**src/rtl/up_down_bounded_counter.sv**
```systemverilog
// up_down_bounded_counter
//   Up/down counter with run-time inclusive bounds, a programmable step and a
//   parallel load. At the bounds it either saturates or wraps. Crossing a
//   bound gives a registered one-cycle Overflow/Underflow pulse.
//
// Ports
//   Clk         rising-edge clock
//   ResetN      asynchronous active-low reset
//   Enable      count this cycle
//   UpDownMode  1 = up, 0 = down
//   WrapMode    1 = wrap at bounds, 0 = saturate at bounds
//   Step        unsigned step magnitude
//   Load        synchronous parallel load strobe (clamped to the limits)
//   LoadValue   value for Load
//   MinLimit    inclusive lower bound
//   MaxLimit    inclusive upper bound
//   Output      registered count
//   AtMin       Output == MinLimit (combinational)
//   AtMax       Output == MaxLimit (combinational)
//   Overflow    registered pulse: up-count crossed MaxLimit
//   Underflow   registered pulse: down-count crossed MinLimit
//   ConfigError MinLimit > MaxLimit (combinational)
module up_down_bounded_counter #(
  parameter int unsigned       WIDTH       = 8,
  parameter int unsigned       STEP_WIDTH  = 4,
  parameter logic [WIDTH-1:0]  RESET_VALUE = '0
) (
  input  logic                  Clk,
  input  logic                  ResetN,
  input  logic                  Enable,
  input  logic                  UpDownMode,
  input  logic                  WrapMode,
  input  logic [STEP_WIDTH-1:0] Step,
  input  logic                  Load,
  input  logic [WIDTH-1:0]      LoadValue,
  input  logic [WIDTH-1:0]      MinLimit,
  input  logic [WIDTH-1:0]      MaxLimit,
  output logic [WIDTH-1:0]      Output,
  output logic                  AtMin,
  output logic                  AtMax,
  output logic                  Overflow,
  output logic                  Underflow,
  output logic                  ConfigError
);

  // All arithmetic runs one bit wider so sums and differences never wrap
  // modulo 2^WIDTH. The bound checks rely on that.
  localparam logic [WIDTH:0] ONE_E = (WIDTH + 1)'(1);

  logic [WIDTH-1:0] out_q, out_d;
  logic             ovf_q, ovf_d;
  logic             unf_q, unf_d;

  logic [WIDTH:0] cur_e, min_e, max_e, step_e, range_e;
  logic [WIDTH:0] sum_e, lo_e, exc_e;
  logic           cfg_err;

  assign cur_e   = {1'b0, out_q};
  assign min_e   = {1'b0, MinLimit};
  assign max_e   = {1'b0, MaxLimit};
  assign step_e  = {{(WIDTH + 1 - STEP_WIDTH){1'b0}}, Step};
  assign range_e = max_e - min_e + ONE_E;
  assign cfg_err = (MinLimit > MaxLimit);

  // Clamp a widened value into [MinLimit, MaxLimit].
  function automatic logic [WIDTH-1:0] clamp_to_limits(
    input logic [WIDTH:0] val_e,
    input logic [WIDTH:0] lo,
    input logic [WIDTH:0] hi
  );
    logic [WIDTH:0] res;
    if (val_e < lo)      res = lo;
    else if (val_e > hi) res = hi;
    else                 res = val_e;
    return res[WIDTH-1:0];
  endfunction

  always_comb begin
    out_d = out_q;
    ovf_d = 1'b0;
    unf_d = 1'b0;
    sum_e = cur_e + step_e;
    // The down-count test "Output - Step >= Min" is rewritten as
    // "Output >= Min + Step" so it cannot underflow.
    lo_e  = min_e + step_e;
    exc_e = '0;

    if (cfg_err) begin
      // Inconsistent limits: freeze everything.
      out_d = out_q;
    end else if (Load) begin
      out_d = clamp_to_limits({1'b0, LoadValue}, min_e, max_e);
    end else if (Enable) begin
      if (cur_e < min_e || cur_e > max_e) begin
        // The limits moved under the count. Snap to the nearest bound and do not step this cycle.
        out_d = clamp_to_limits(cur_e, min_e, max_e);
      end else if (step_e == '0) begin
        out_d = out_q;
      end else if (UpDownMode) begin
        if (sum_e <= max_e) begin
          out_d = WIDTH'(sum_e);
        end else begin
          ovf_d = 1'b1;
          if (!WrapMode) begin
            out_d = MaxLimit;
          end else begin
            exc_e = sum_e - max_e - ONE_E;
            // An excess of a full range or more lands on the bound itself.
            out_d = (exc_e < range_e) ? WIDTH'(min_e + exc_e) : MinLimit;
          end
        end
      end else begin
        if (cur_e >= lo_e) begin
          out_d = WIDTH'(cur_e - step_e);
        end else begin
          unf_d = 1'b1;
          if (!WrapMode) begin
            out_d = MinLimit;
          end else begin
            exc_e = lo_e - cur_e - ONE_E;
            out_d = (exc_e < range_e) ? WIDTH'(max_e - exc_e) : MaxLimit;
          end
        end
      end
    end
  end

  always_ff @(posedge Clk or negedge ResetN) begin
    if (!ResetN) begin
      out_q <= RESET_VALUE;
      ovf_q <= 1'b0;
      unf_q <= 1'b0;
    end else begin
      out_q <= out_d;
      ovf_q <= ovf_d;
      unf_q <= unf_d;
    end
  end

  assign Output      = out_q;
  assign AtMin       = (out_q == MinLimit);
  assign AtMax       = (out_q == MaxLimit);
  assign Overflow    = ovf_q;
  assign Underflow   = unf_q;
  assign ConfigError = cfg_err;

endmodule

```
**config.mk**
```make
export PLATFORM = sky130hd
export DESIGN_NAME = up_down_bounded_counter
export DESIGN_NICKNAME = d
export VERILOG_FILES = /design/src/rtl/up_down_bounded_counter.sv
export SDC_FILE = /design/constraint.sdc
export NUM_CORES = 1
export LEC_CHECK = 0
export ABC_AREA = 1
export BUFFER_PORTS_ARGS = -buffer_cell sky130_fd_sc_hd__buf_2
export CORE_AREA = 2 2 131 133
export DETAILED_ROUTE_END_ITERATION = 8
export DIE_AREA = 0 0 133 135
export HOLD_SLACK_MARGIN = 0.03
export MAX_ROUTING_LAYER = met4
export PLACE_DENSITY = 0.51
export RECOVER_POWER = 50
export SETUP_SLACK_MARGIN = 0.02
export SLEW_MARGIN = 5
export SYNTH_ARGS = -nofsm -noshare
export SYNTH_HDL_FRONTEND = slang
export SYNTH_SLANG_ARGS = --single-unit
```
**constraint.sdc**
```tcl
create_clock -name Clk -period 3.7 [get_ports Clk]
set_input_delay 0.185 -clock Clk [delete_from_list [all_inputs] [get_ports Clk]]
set_output_delay 0.185 -clock Clk [all_outputs]
set_load 0.1 [all_outputs]
```
==> impl_metrics.py, run 1 <==
metrics = {
    "synth": {
        "synth_nets": 964,
        "yosysSeqAreaShare": 0.04818,
        "synth_seq_cells": 10,
        "syn_inst": 802,
        "syn_avg_cell_area_sq_um": 6.476,
        "synth_warnings": 0,
        "netlist_area_sq_um": 5194,
        "synth_cell_type_count": 44,
    },
    "final_layout": {
        "fin_nets": 1181,
        "final_cell_mix": "nand2_1, buf_4, ha_1, inv_1, a21oi_1",
        "final_common_cell": "nand2_1",
        "nFillCells": 1743,
        "syn_to_final_growth_pct": 41.58,
        "diodes": 0,
        "drive_gt1_frac": 0.2957,
    },
    "place": {
        "gp_congestion": 0.9619,
        "dp_hpwl_um": 18210,
        "numPortBuffers": 46,
    },
    "timing": {
        "rsz0062_at_grt": "yes",
        "setup_viol_count_final": 8,
        "setup_slack_ps": -583.9,
        "worst_slew_margin_rel": 0.2228,
        "post-route-period-util": 1.158,
        "slew_violations": 0,
        "fin_setup_tns_ps": -4267,
        "fin_skew_ps": 0.6712,
        "fin_crit_ps": 4284,
        "max_freq_mhz": 233.4,
        "tightest_slew_ps": 1171,
        "hold_viol": 0,
        "whs_ps": 265.7,
    },
    "power": {
        "power_density_nw_per_um2": 1044,
        "total_leakage_power_nw": 4.004,
        "ir_drop_uv": 483.2,
    },
    "critical_path": {
        "r2r_cells": 29,
        "path_max_fanout": 6,
        "end_kind": "flop",
        "crit_top_cell": "nand2_2",
        "crit_type": "flop to flop",
        "cp.arrival_ps": 4420,
        "required_ps": 3840,
        "cp_slowest_cell": "dfrtp_4",
        "crit_path_start_kind": "flop",
        "reg2reg_from": "Output[2]$_DFFE_PN0P_",
        "critPathMaxStageDelay_ps": 510,
        "setup.worst_path.start": "Output[2]$_DFFE_PN0P_",
    },
    "routing": {
        "drcViolationCount": 0,
        "ant_nets": 0,
        "topRoutingLayerUsed": "met4",
        "wl_met1_um": 10120,
        "wl_per_cell_um": 17.18,
        "dr_wl_met3_um": 980,
        "totalWireLength_um": 21270,
        "firstDrtPassIters": 5,
        "num_vias": 6089,
        "vias_per_cell": 4.918,
        "drtIter0Drc": 324,
        "dr_wl_met2_um": 9687,
    },
    "floorplan": {
        "initial_core_util": 0.3166,
        "die_h_um": 135,
        "die_w_um": 133,
        "rows": 47,
        "core_sq_um": 16410,
        "dieArea_sq_um": 17960,
        "io_pins": 47,
    },
    "worst_hold_path": {
        "holdPathStages": 3,
        "hp-class": "input pin to flop",
        "min_from": "Enable",
    },
    "clocking": {
        "cts_tree": "yes",
        "cts_max_level": 1,
        "clk_path_buf_depth": 2,
        "cts_buffers": 3,
        "clkLatencyLatePin_ps": 240,
        "cts.clk_slew.worst_paths_ps": 40,
        "clock-sinks": 10,
        "cts_root_buf": "clkbuf_16",
    },
    "grt": {
        "grt_pass1_wl_um": 33400,
        "grt_max_degree": 19,
        "grt.total_usage": 0.2476,
        "grt_pass1_vias": 5956,
        "grt_overflow": 0,
        "antenna_found_initial": 0,
    },
    "status": {
        "violations": "negative setup slack",
        "status": "complete, but fails checks",
    },
    "job": {
        "drv_cap": 0,
    },
}
-- through the flow --
step	cell area, sq um	power [mW]	instances	utilization	setup slack [ps]
2_1_floorplan	5329	4.372	802	-	-322.9
3_3_place_gp	7017	6.976	1226	0.4277	-808.5
3_5_place_dp	7017	6.965	1226	0.4277	-784.5
4_1_cts	7263	7.469	1234	0.4427	-461.4
5_1_grt	7353	8.482	1238	0.4482	-848.6
6_report	7353	7.674	1238	0.4482	-583.9
-- flip-flops by register name (all words and copies together) (netlist names) --
signal	flops
Output	8
Overflow	1
Underflow	1
-- cell type report --
type,count,area (sq um),share of cell area
inverters,119,456.7,0.06211
well taps,220,275.3,0.03743
repair buffers,224,1582,0.2151
flip-flops and latches,10,267.8,0.03641
multi-input cells,661,4683,0.6369
clock buffers,4,88.84,0.01208
-- layer usage --
layer	vias to the layer above	global-route usage
li1	3152	-
met1	2737	0.3352
met5	-	-
met3	28	0.01426
met4	0	0.05854
met2	172	0.4067
-- cells in the mapped netlist (all sizes together) --
cell type      n  area share
nand2        199        0.15
ha           120        0.29
inv          119       0.087
a21oi         79       0.078
nand3         57       0.055
o21ai         44       0.042
nor2          40       0.030
xor2          33       0.056
o211ai        18       0.028
nand4         15       0.018
dfrtp         10       0.048
xnor2          9       0.015
fa             8       0.031
nor3           7      0.0089
clkbuf         6      0.0082
a211oi         5      0.0072
buf            5      0.0058
o2111ai        5      0.0084
a21boi         4      0.0065
a31oi          4      0.0048
o21a           3      0.0043
a21o           2      0.0029
nand3b         2      0.0029
nor4           2      0.0024
a221o          1      0.0019
a31o           1      0.0017
dlygate4sd1    1      0.0017
o221ai         1      0.0017
o31ai          1      0.0014
or2            1      0.0012
-- repair_timing --
action / 4_1_cts / 5_1_grt
hold buffers: 1 / 0
gates resized for setup: 24 / 21
setup buffers: 2 / 4
hold endpoints to repair: 10 / 0
endpoints found under the setup margin: 8 / 8
cloned: 1 / 0
pin swaps: 8 / 24
-- worst max-delay path, delay by kind of cell, from the launching register on --
family / cells / cell delay (ps)
simple gates: 12 / 1090
compound gates: 7 / 980
fa+ha+maj: 3 / 860
flops: 1 / 510
buf+inv: 5 / 370
xor+xnor: 2 / 340
-- cell families (layout without fill, tap and decap cells) --
family,Yosys count,in the layout,share of synthesized area
compound gates,168,168,0.1896
xor+xnor,42,42,0.07083
fa+ha+maj,128,128,0.3199
buf+inv,131,347,0.1026
flops,10,10,0.04818
simple gates,323,323,0.2688
-- worst paths after layout --
path | slack (ps) | end
max in group asynchronous | 2750 | Output[3]$_DFFE_PN0P_
setup reg to reg | -580 | Output[3]$_DFFE_PN0P_
hold reg to reg | 750 | Output[5]$_DFFE_PN0P_
setup / recovery | -580 | Output[3]$_DFFE_PN0P_
hold / removal | 270 | Overflow$_DFF_PN0_
min in group asynchronous | 480 | Output[1]$_DFFE_PN0P_
-- power by group --
group	internal (mW)	leakage, nW	switching (mW)
Combinational	3.14	3.85	4.09
Clock	0.163	0.0442	0.0556
Sequential	0.164	0.114	0.0632
Power figures use the tool's default switching activity.
==> run 2, diff against run 1 <==
- CELL_PAD_IN_SITES_DETAIL_PLACEMENT: default -> 0
- CELL_PAD_IN_SITES_GLOBAL_PLACEMENT: default -> 2
- CORE_AREA: 2 2 131 133 -> 2 2 133 135
- DIE_AREA: 0 0 133 135 -> 0 0 135 137
- PLACE_DENSITY: 0.51 -> 0.8
- REMOVE_ABC_BUFFERS: default -> 1
==> run 2 against run 1 <==
The flow still finishes with violations (negative setup slack). Clock-buffer cell count unchanged. Via count is 5.0% higher. Non-clock buffer count up 53. Final area increased by 8.0%. Clock skew up 2.6 ps. Fmax is 1.3% higher. Die area up 3.0%. Clock power is 4% higher. Power grew 19%. First-iteration DRC count rose by 15%. Cell count grew 4.7%. Sequential power is 5% lower.
==> impl_metrics.py, run 2 (synthesized netlist as in run 1, its figures left out) <==
metrics = {
    "status": {
        "status": "complete, but fails checks",
        "violations": "negative setup slack",
    },
    "floorplan": {
        "io_pins": 47,
        "dieArea_sq_um": 18500,
        "die_h_um": 137,
        "rows": 48,
        "core_sq_um": 17060,
        "initial_core_util": 0.3045,
        "die_w_um": 135,
    },
    "routing": {
        "ant_nets": 0,
        "drcViolationCount": 0,
        "firstDrtPassIters": 5,
        "drtIter0Drc": 373,
        "num_vias": 6393,
        "vias_per_cell": 4.933,
        "totalWireLength_um": 23070,
        "wl_per_cell_um": 17.80,
    },
    "timing": {
        "tightest_slew_ps": 1167,
        "setup_viol_count_final": 9,
        "slew_violations": 0,
        "max_freq_mhz": 236.5,
        "rsz0062_at_grt": "yes",
        "post-route-period-util": 1.143,
        "hold_viol": 0,
        "fin_crit_ps": 4228,
        "setup_slack_ps": -527.8,
        "fin_skew_ps": 3.305,
        "worst_slew_margin_rel": 0.2252,
        "whs_ps": 269.8,
    },
    "clocking": {
        "cts.clk_slew.worst_paths_ps": 40,
        "cts_root_buf": "clkbuf_16",
        "cts_tree": "yes",
        "clock-sinks": 10,
        "cts_buffers": 3,
        "clk_path_buf_depth": 2,
        "clkLatencyLatePin_ps": 250,
        "cts_max_level": 1,
    },
    "power": {
        "intPower_mw": 4.338,
        "pwr-share-comb": 0.951,
        "ir_drop_uv": 680.6,
        "sw_frac_of_total": 0.5234,
        "total_leakage_power_nw": 4.292,
        "p_sw_mw": 4.764,
        "power_density_nw_per_um2": 1146,
        "p_seq_frac": 0.024,
        "clock_power_share": 0.025,
    },
    "job": {
        "drv_cap": 0,
    },
    "final_layout": {
        "final_common_cell": "buf_4",
        "utilization": 0.4657,
        "instances_no_fill": 1296,
        "final_cell_area_sq_um": 7944,
        "fin_nets": 1234,
        "largest_reg_flops": 8,
        "syn_to_final_growth_pct": 52.95,
        "final_cell_mix": "buf_4, nand2_1, inv_1, ha_1, a21oi_1",
        "diodes": 0,
        "drive_gt1_frac": 0.3529,
    },
    "critical_path": {
        "end_kind": "flop",
        "crit_type": "flop to flop",
        "required_ps": 3840,
        "reg2reg_slack_ps": -530,
        "critPathMaxStageDelay_ps": 420,
        "path_max_fanout": 6,
        "cp_slowest_cell": "dfrtp_1",
        "cp.arrival_ps": 4360,
        "crit_path_start_kind": "flop",
    },
    "grt": {
        "grt.total_usage": 0.2589,
        "grt_max_degree": 19,
        "grt_pass1_wl_um": 35110,
        "grt_overflow": 0,
        "grt_pass1_vias": 6222,
        "antenna_found_initial": 0,
    },
    "worst_hold_path": {
        "hp-class": "input pin to flop",
    },
    "place": {
        "dpl.cell_count": 1255,
        "place_area_sq_um": 7093,
        "gp_congestion": 0.9540,
        "dp_hpwl_um": 19190,
        "pre_cts_ws_ps": -915.2,
        "numPortBuffers": 46,
    },
}
## run 2: cell types whose count changed in the layout (fill, tap and decap cells not counted), moves of 3 or more
cell,delta
ha_2,+3
buf_4,+47
dfrtp_1,+5
nand2_2,+6
dfrtp_4,-4
xor2_2,+6
xor2_1,-6
a21oi_1,-4
ha_1,-4
buf_6,+7
nand2_1,-8
o21ai_2,+3
## run 2: layer usage
metal	wire length [um]	up-vias	share of wire	global-route usage
met4	982	0	0.043	0.09491
met5	0	-	0	-
met3	1203	47	0.052	0.02444
met2	10590	202	0.46	0.4272
li1	-	3248	-	-
met1	10300	2896	0.45	0.3301
## run 2: final timing paths
check | cells past startpoint | startpoint | end
worst min-delay path | 3 | Enable | Overflow$_DFF_PN0_
min in group asynchronous | 2 | ResetN | Output[0]$_DFFE_PN0P_
worst max-delay path | 29 | Output[2]$_DFFE_PN0P_ | Output[2]$_DFFE_PN0P_
worst min register to register | 3 | Output[5]$_DFFE_PN0P_ | Output[5]$_DFFE_PN0P_
max in group asynchronous | 2 | ResetN | Output[1]$_DFFE_PN0P_
worst max register to register | 29 | Output[2]$_DFFE_PN0P_ | Output[2]$_DFFE_PN0P_
## run 2: timing repair
item                                   CTS  global route
cloned                                   1             0
resized for setup                       45            69
pin swaps                               29            38
setup endpoints to repair                8             9
hold buffers                             1             0
endpoints found under the hold margin   10             0
buffers inserted                        30            10
## run 2: metrics by stage
| step | power [mW] | setup TNS (ps) |
|---|---|---|
| after global routing | 9.907 | -5895 |
| after floorplan | 4.149 | -7526 |
| final | 9.103 | -4024 |
| after CTS | 8.271 | -5091 |
| after detailed placement | 7.276 | -6377 |
| after global placement | 7.275 | -6290 |
## run 2: power by group through the flow
stage               clock (mW)  combinational, mW  sequential [mW]
global route             0.231               9.46            0.217
CTS                      0.227               7.84            0.209
detailed placement           0               7.07            0.202
global placement             0               7.07            0.203
finish                   0.228               8.66            0.215
floorplan                    0               3.65            0.503
## run 2: worst max-delay path, delay by kind of cell (launching register included)
kind | cells | cell delay (ps)
simple gates | 12 | 1100
compound gates | 7 | 1020
fa+ha+maj | 3 | 860
flops | 1 | 420
buf+inv | 5 | 380
xor+xnor | 2 | 340
## run 2: final cells by class
cell class | count | area (sq um)
clock buffers | 4 | 88.84
fillers | 1841 | 9112
inverters | 119 | 454.2
multi-input cells | 661 | 4862
flip-flops and latches | 10 | 251.5
well taps | 225 | 281.5
repair buffers | 277 | 2006
==> run 3, diff against run 2 <==
- ABC_AREA: 1 -> default
- CORE_AREA: 2 2 133 135 -> 2 2 126 128
- DIE_AREA: 0 0 135 137 -> 0 0 128 130
==> run 3 against run 2 <==
The run still ends with negative setup slack left. Clock-buffer cell count is the same. Final area shrank 9.0%. Area after synthesis shrank 4.3%. Hold slack gained 160 ps. Worst setup slack lost 160 ps. Critical endpoint is now Output[3]$_DFFE_PN0P_.
==> impl_metrics.py, run 3 <==
metrics = {
    "status": {
        "status": "complete, but fails checks",
        "violations": "negative setup slack",
    },
    "synth": {
        "syn_inst": 633,
        "netlist.area_leader.share": 0.3020,
        "synth_area_leaders": "ha_1, xnor2_1, a21oi_1, dfrtp_1, inv_1",
        "netlist_area_sq_um": 4972,
        "yosysTopAreaCell": "ha_1",
        "synth_seq_cells": 10,
        "yosysMostFrequentCell": "ha_1",
        "synthTopCellsByCount": "ha_1, inv_1, a21oi_1, nor2_1, xnor2_1",
        "synth_warnings": 0,
        "synthArstFlopShare": 1.000,
        "synth_flop_cell": "dfrtp_1",
        "synth_cell_type_count": 65,
        "synth_edf_count": 0,
        "yosysSeqAreaShare": 0.05033,
        "syn_avg_cell_area_sq_um": 7.855,
    },
    "final_layout": {
        "syn_to_final_growth_pct": 45.37,
        "nFillCells": 1563,
        "diodes": 0,
        "final_cell_area_sq_um": 7228,
        "fin_nets": 1011,
        "largest_reg_flops": 8,
        "drive_gt1_frac": 0.3679,
        "final_common_cell": "buf_4",
        "final_cell_mix": "buf_4, ha_1, inv_1, nor2_1, a21oi_1",
    },
    "timing": {
        "tightest_slew_ps": 1228,
        "slew_violations": 0,
        "rsz0062_at_grt": "yes",
        "setup_viol_count_final": 8,
        "fin_crit_ps": 4388,
        "post-route-period-util": 1.186,
        "hold_viol": 0,
        "fin_skew_ps": 3.241,
        "worst_slew_margin_rel": 0.1727,
        "max_freq_mhz": 227.9,
        "setup_slack_ps": -687.8,
    },
    "floorplan": {
        "dieArea_sq_um": 16640,
        "die_h_um": 130,
        "initial_core_util": 0.3224,
        "rows": 46,
        "core_sq_um": 15420,
        "die_w_um": 128,
        "io_pins": 47,
    },
    "clocking": {
        "cts_root_buf": "clkbuf_16",
        "cts_max_level": 1,
        "cts_buffers": 3,
        "clk_path_buf_depth": 2,
        "clock-sinks": 10,
        "cts.clk_slew.worst_paths_ps": 50,
        "cts_tree": "yes",
        "clkLatencyLatePin_ps": 240,
    },
    "routing": {
        "ant_nets": 0,
        "num_vias": 5767,
        "vias_per_cell": 5.545,
        "drtIter0Drc": 362,
        "drcViolationCount": 0,
        "firstDrtPassIters": 5,
        "wl_per_cell_um": 20.93,
        "totalWireLength_um": 21770,
    },
    "critical_path": {
        "critPathTopFamily": "compound AO/OA/AOI/OAI gates",
        "crit_top_cell": "a21oi_2",
        "crit_type": "flop to flop",
        "crit_path_start_kind": "flop",
        "cp.arrival_ps": 4540,
        "required_ps": 3850,
        "path_max_fanout": 4,
        "path_cells": "buf_6, fa_2, fa_2, a21o_1, a21oi_2, o21bai_1, a21oi_2, o21bai_1, a21oi_2, xor2_1, ha_1, a21oi_2, o21ai_1, buf_4, mux2_2, a21oi_2, mux2i_1, a211o_1, a31oi_2",
        "crit_buf_inv": 2,
        "end_kind": "flop",
        "cp_slowest_cell": "fa_2",
        "critPathMaxStageDelay_ps": 510,
    },
    "job": {
        "drv_cap": 0,
    },
    "place": {
        "numPortBuffers": 46,
        "place_area_sq_um": 6569,
        "dp_hpwl_um": 18390,
        "gp_congestion": 1.031,
    },
    "grt": {
        "grt_max_degree": 29,
        "antenna_found_initial": 0,
        "grt.total_usage": 0.2652,
        "grt_pass1_wl_um": 32180,
        "grt_overflow": 0,
        "grt_pass1_vias": 5710,
    },
    "worst_hold_path": {
        "hp-class": "input pin to flop",
    },
}
## run 3: path summary, 6_finish.rpt
check | slack (ps) | from | to | cells past startpoint
max reg2reg | -690 | Output[1]$_DFFE_PN0P_ | Output[3]$_DFFE_PN0P_ | 19
min in group asynchronous | 500 | ResetN | Output[7]$_DFFE_PN0P_ | 2
max in group asynchronous | 2720 | ResetN | Output[1]$_DFFE_PN0P_ | 2
min | 430 | Load | Output[0]$_DFFE_PN0P_ | 3
max | -690 | Output[1]$_DFFE_PN0P_ | Output[3]$_DFFE_PN0P_ | 19
min reg2reg | 720 | Output[7]$_DFFE_PN0P_ | Output[7]$_DFFE_PN0P_ | 2
## run 3: worst reg2reg max path, stage by stage, from the launching register on
cell and delay, ps:
dfrtp_2 440, buf_6 140, fa_2 510, fa_2 400, a21o_1 180, a21oi_2 160, o21bai_1 110, a21oi_2 200
o21bai_1 100, a21oi_2 160, xor2_1 230, ha_1 300, a21oi_2 140, o21ai_1 70, buf_4 160, mux2_2 280
a21oi_2 130, mux2i_1 90, a211o_1 290, a31oi_2 210
## run 3: routing by layer
| metal | wire, um | share of wire | global-route usage |
|---|---|---|---|
| met5 | 0 | 0 | - |
| met4 | 988 | 0.045 | 0.08791 |
| met3 | 1026 | 0.047 | 0.02255 |
| met2 | 10340 | 0.47 | 0.4564 |
| met1 | 9417 | 0.43 | 0.3295 |
## run 3: timing repair
item                                   in CTS  in global routing
hold buffers                                1                  0
pin swaps                                  30                 32
gates resized for setup                    50                 35
setup endpoints to repair                   9                 10
buffers inserted                            7                 14
cloned                                      0                  0
endpoints found under the hold margin      10                  0
## run 3: cells by family (layout without fill, tap and decap cells)
kind of cell	count (synthesis)	in the layout	synth area share
XOR/XNOR	51	51	0.08983
AND/OR/NAND/NOR	145	145	0.1429
flip-flops	10	10	0.05033
multiplexers	16	16	0.03271
adder cells (fa/ha/maj)	128	128	0.3342
buffers and inverters	78	293	0.06367
AO/OA/AOI/OAI	205	205	0.2864
## run 3: layout make-up
cell class	instances	area, sq um	area share
clock buffers	4	88.84	0.01229
inverters	61	229.0	0.03168
multi-input cells	545	4788	0.6625
flip-flops and latches	10	251.5	0.03479
well taps	192	240.2	0.03324
repair buffers	228	1630	0.2255
## run 3: metrics by stage
step | worst slack (ps) | hold slack [ps] | utilization | cells | TNS [ps]
6_report | -687.8 | 429.2 | 0.4686 | 1040 | -4624
3_3_place_gp | -1075 | 76.90 | 0.4259 | 1014 | -7222
2_1_floorplan | -1680 | -110.6 | - | 616 | -11330
4_1_cts | -700.4 | 361.2 | 0.4511 | 1026 | -4565
5_1_grt | -811.9 | 446.3 | 0.4686 | 1040 | -5741
3_5_place_dp | -1137 | 81.43 | 0.4259 | 1014 | -7567
Power of run 3 is not shown: default switching activity piles up to over one toggle a cycle in this logic, so the estimate is an artifact.
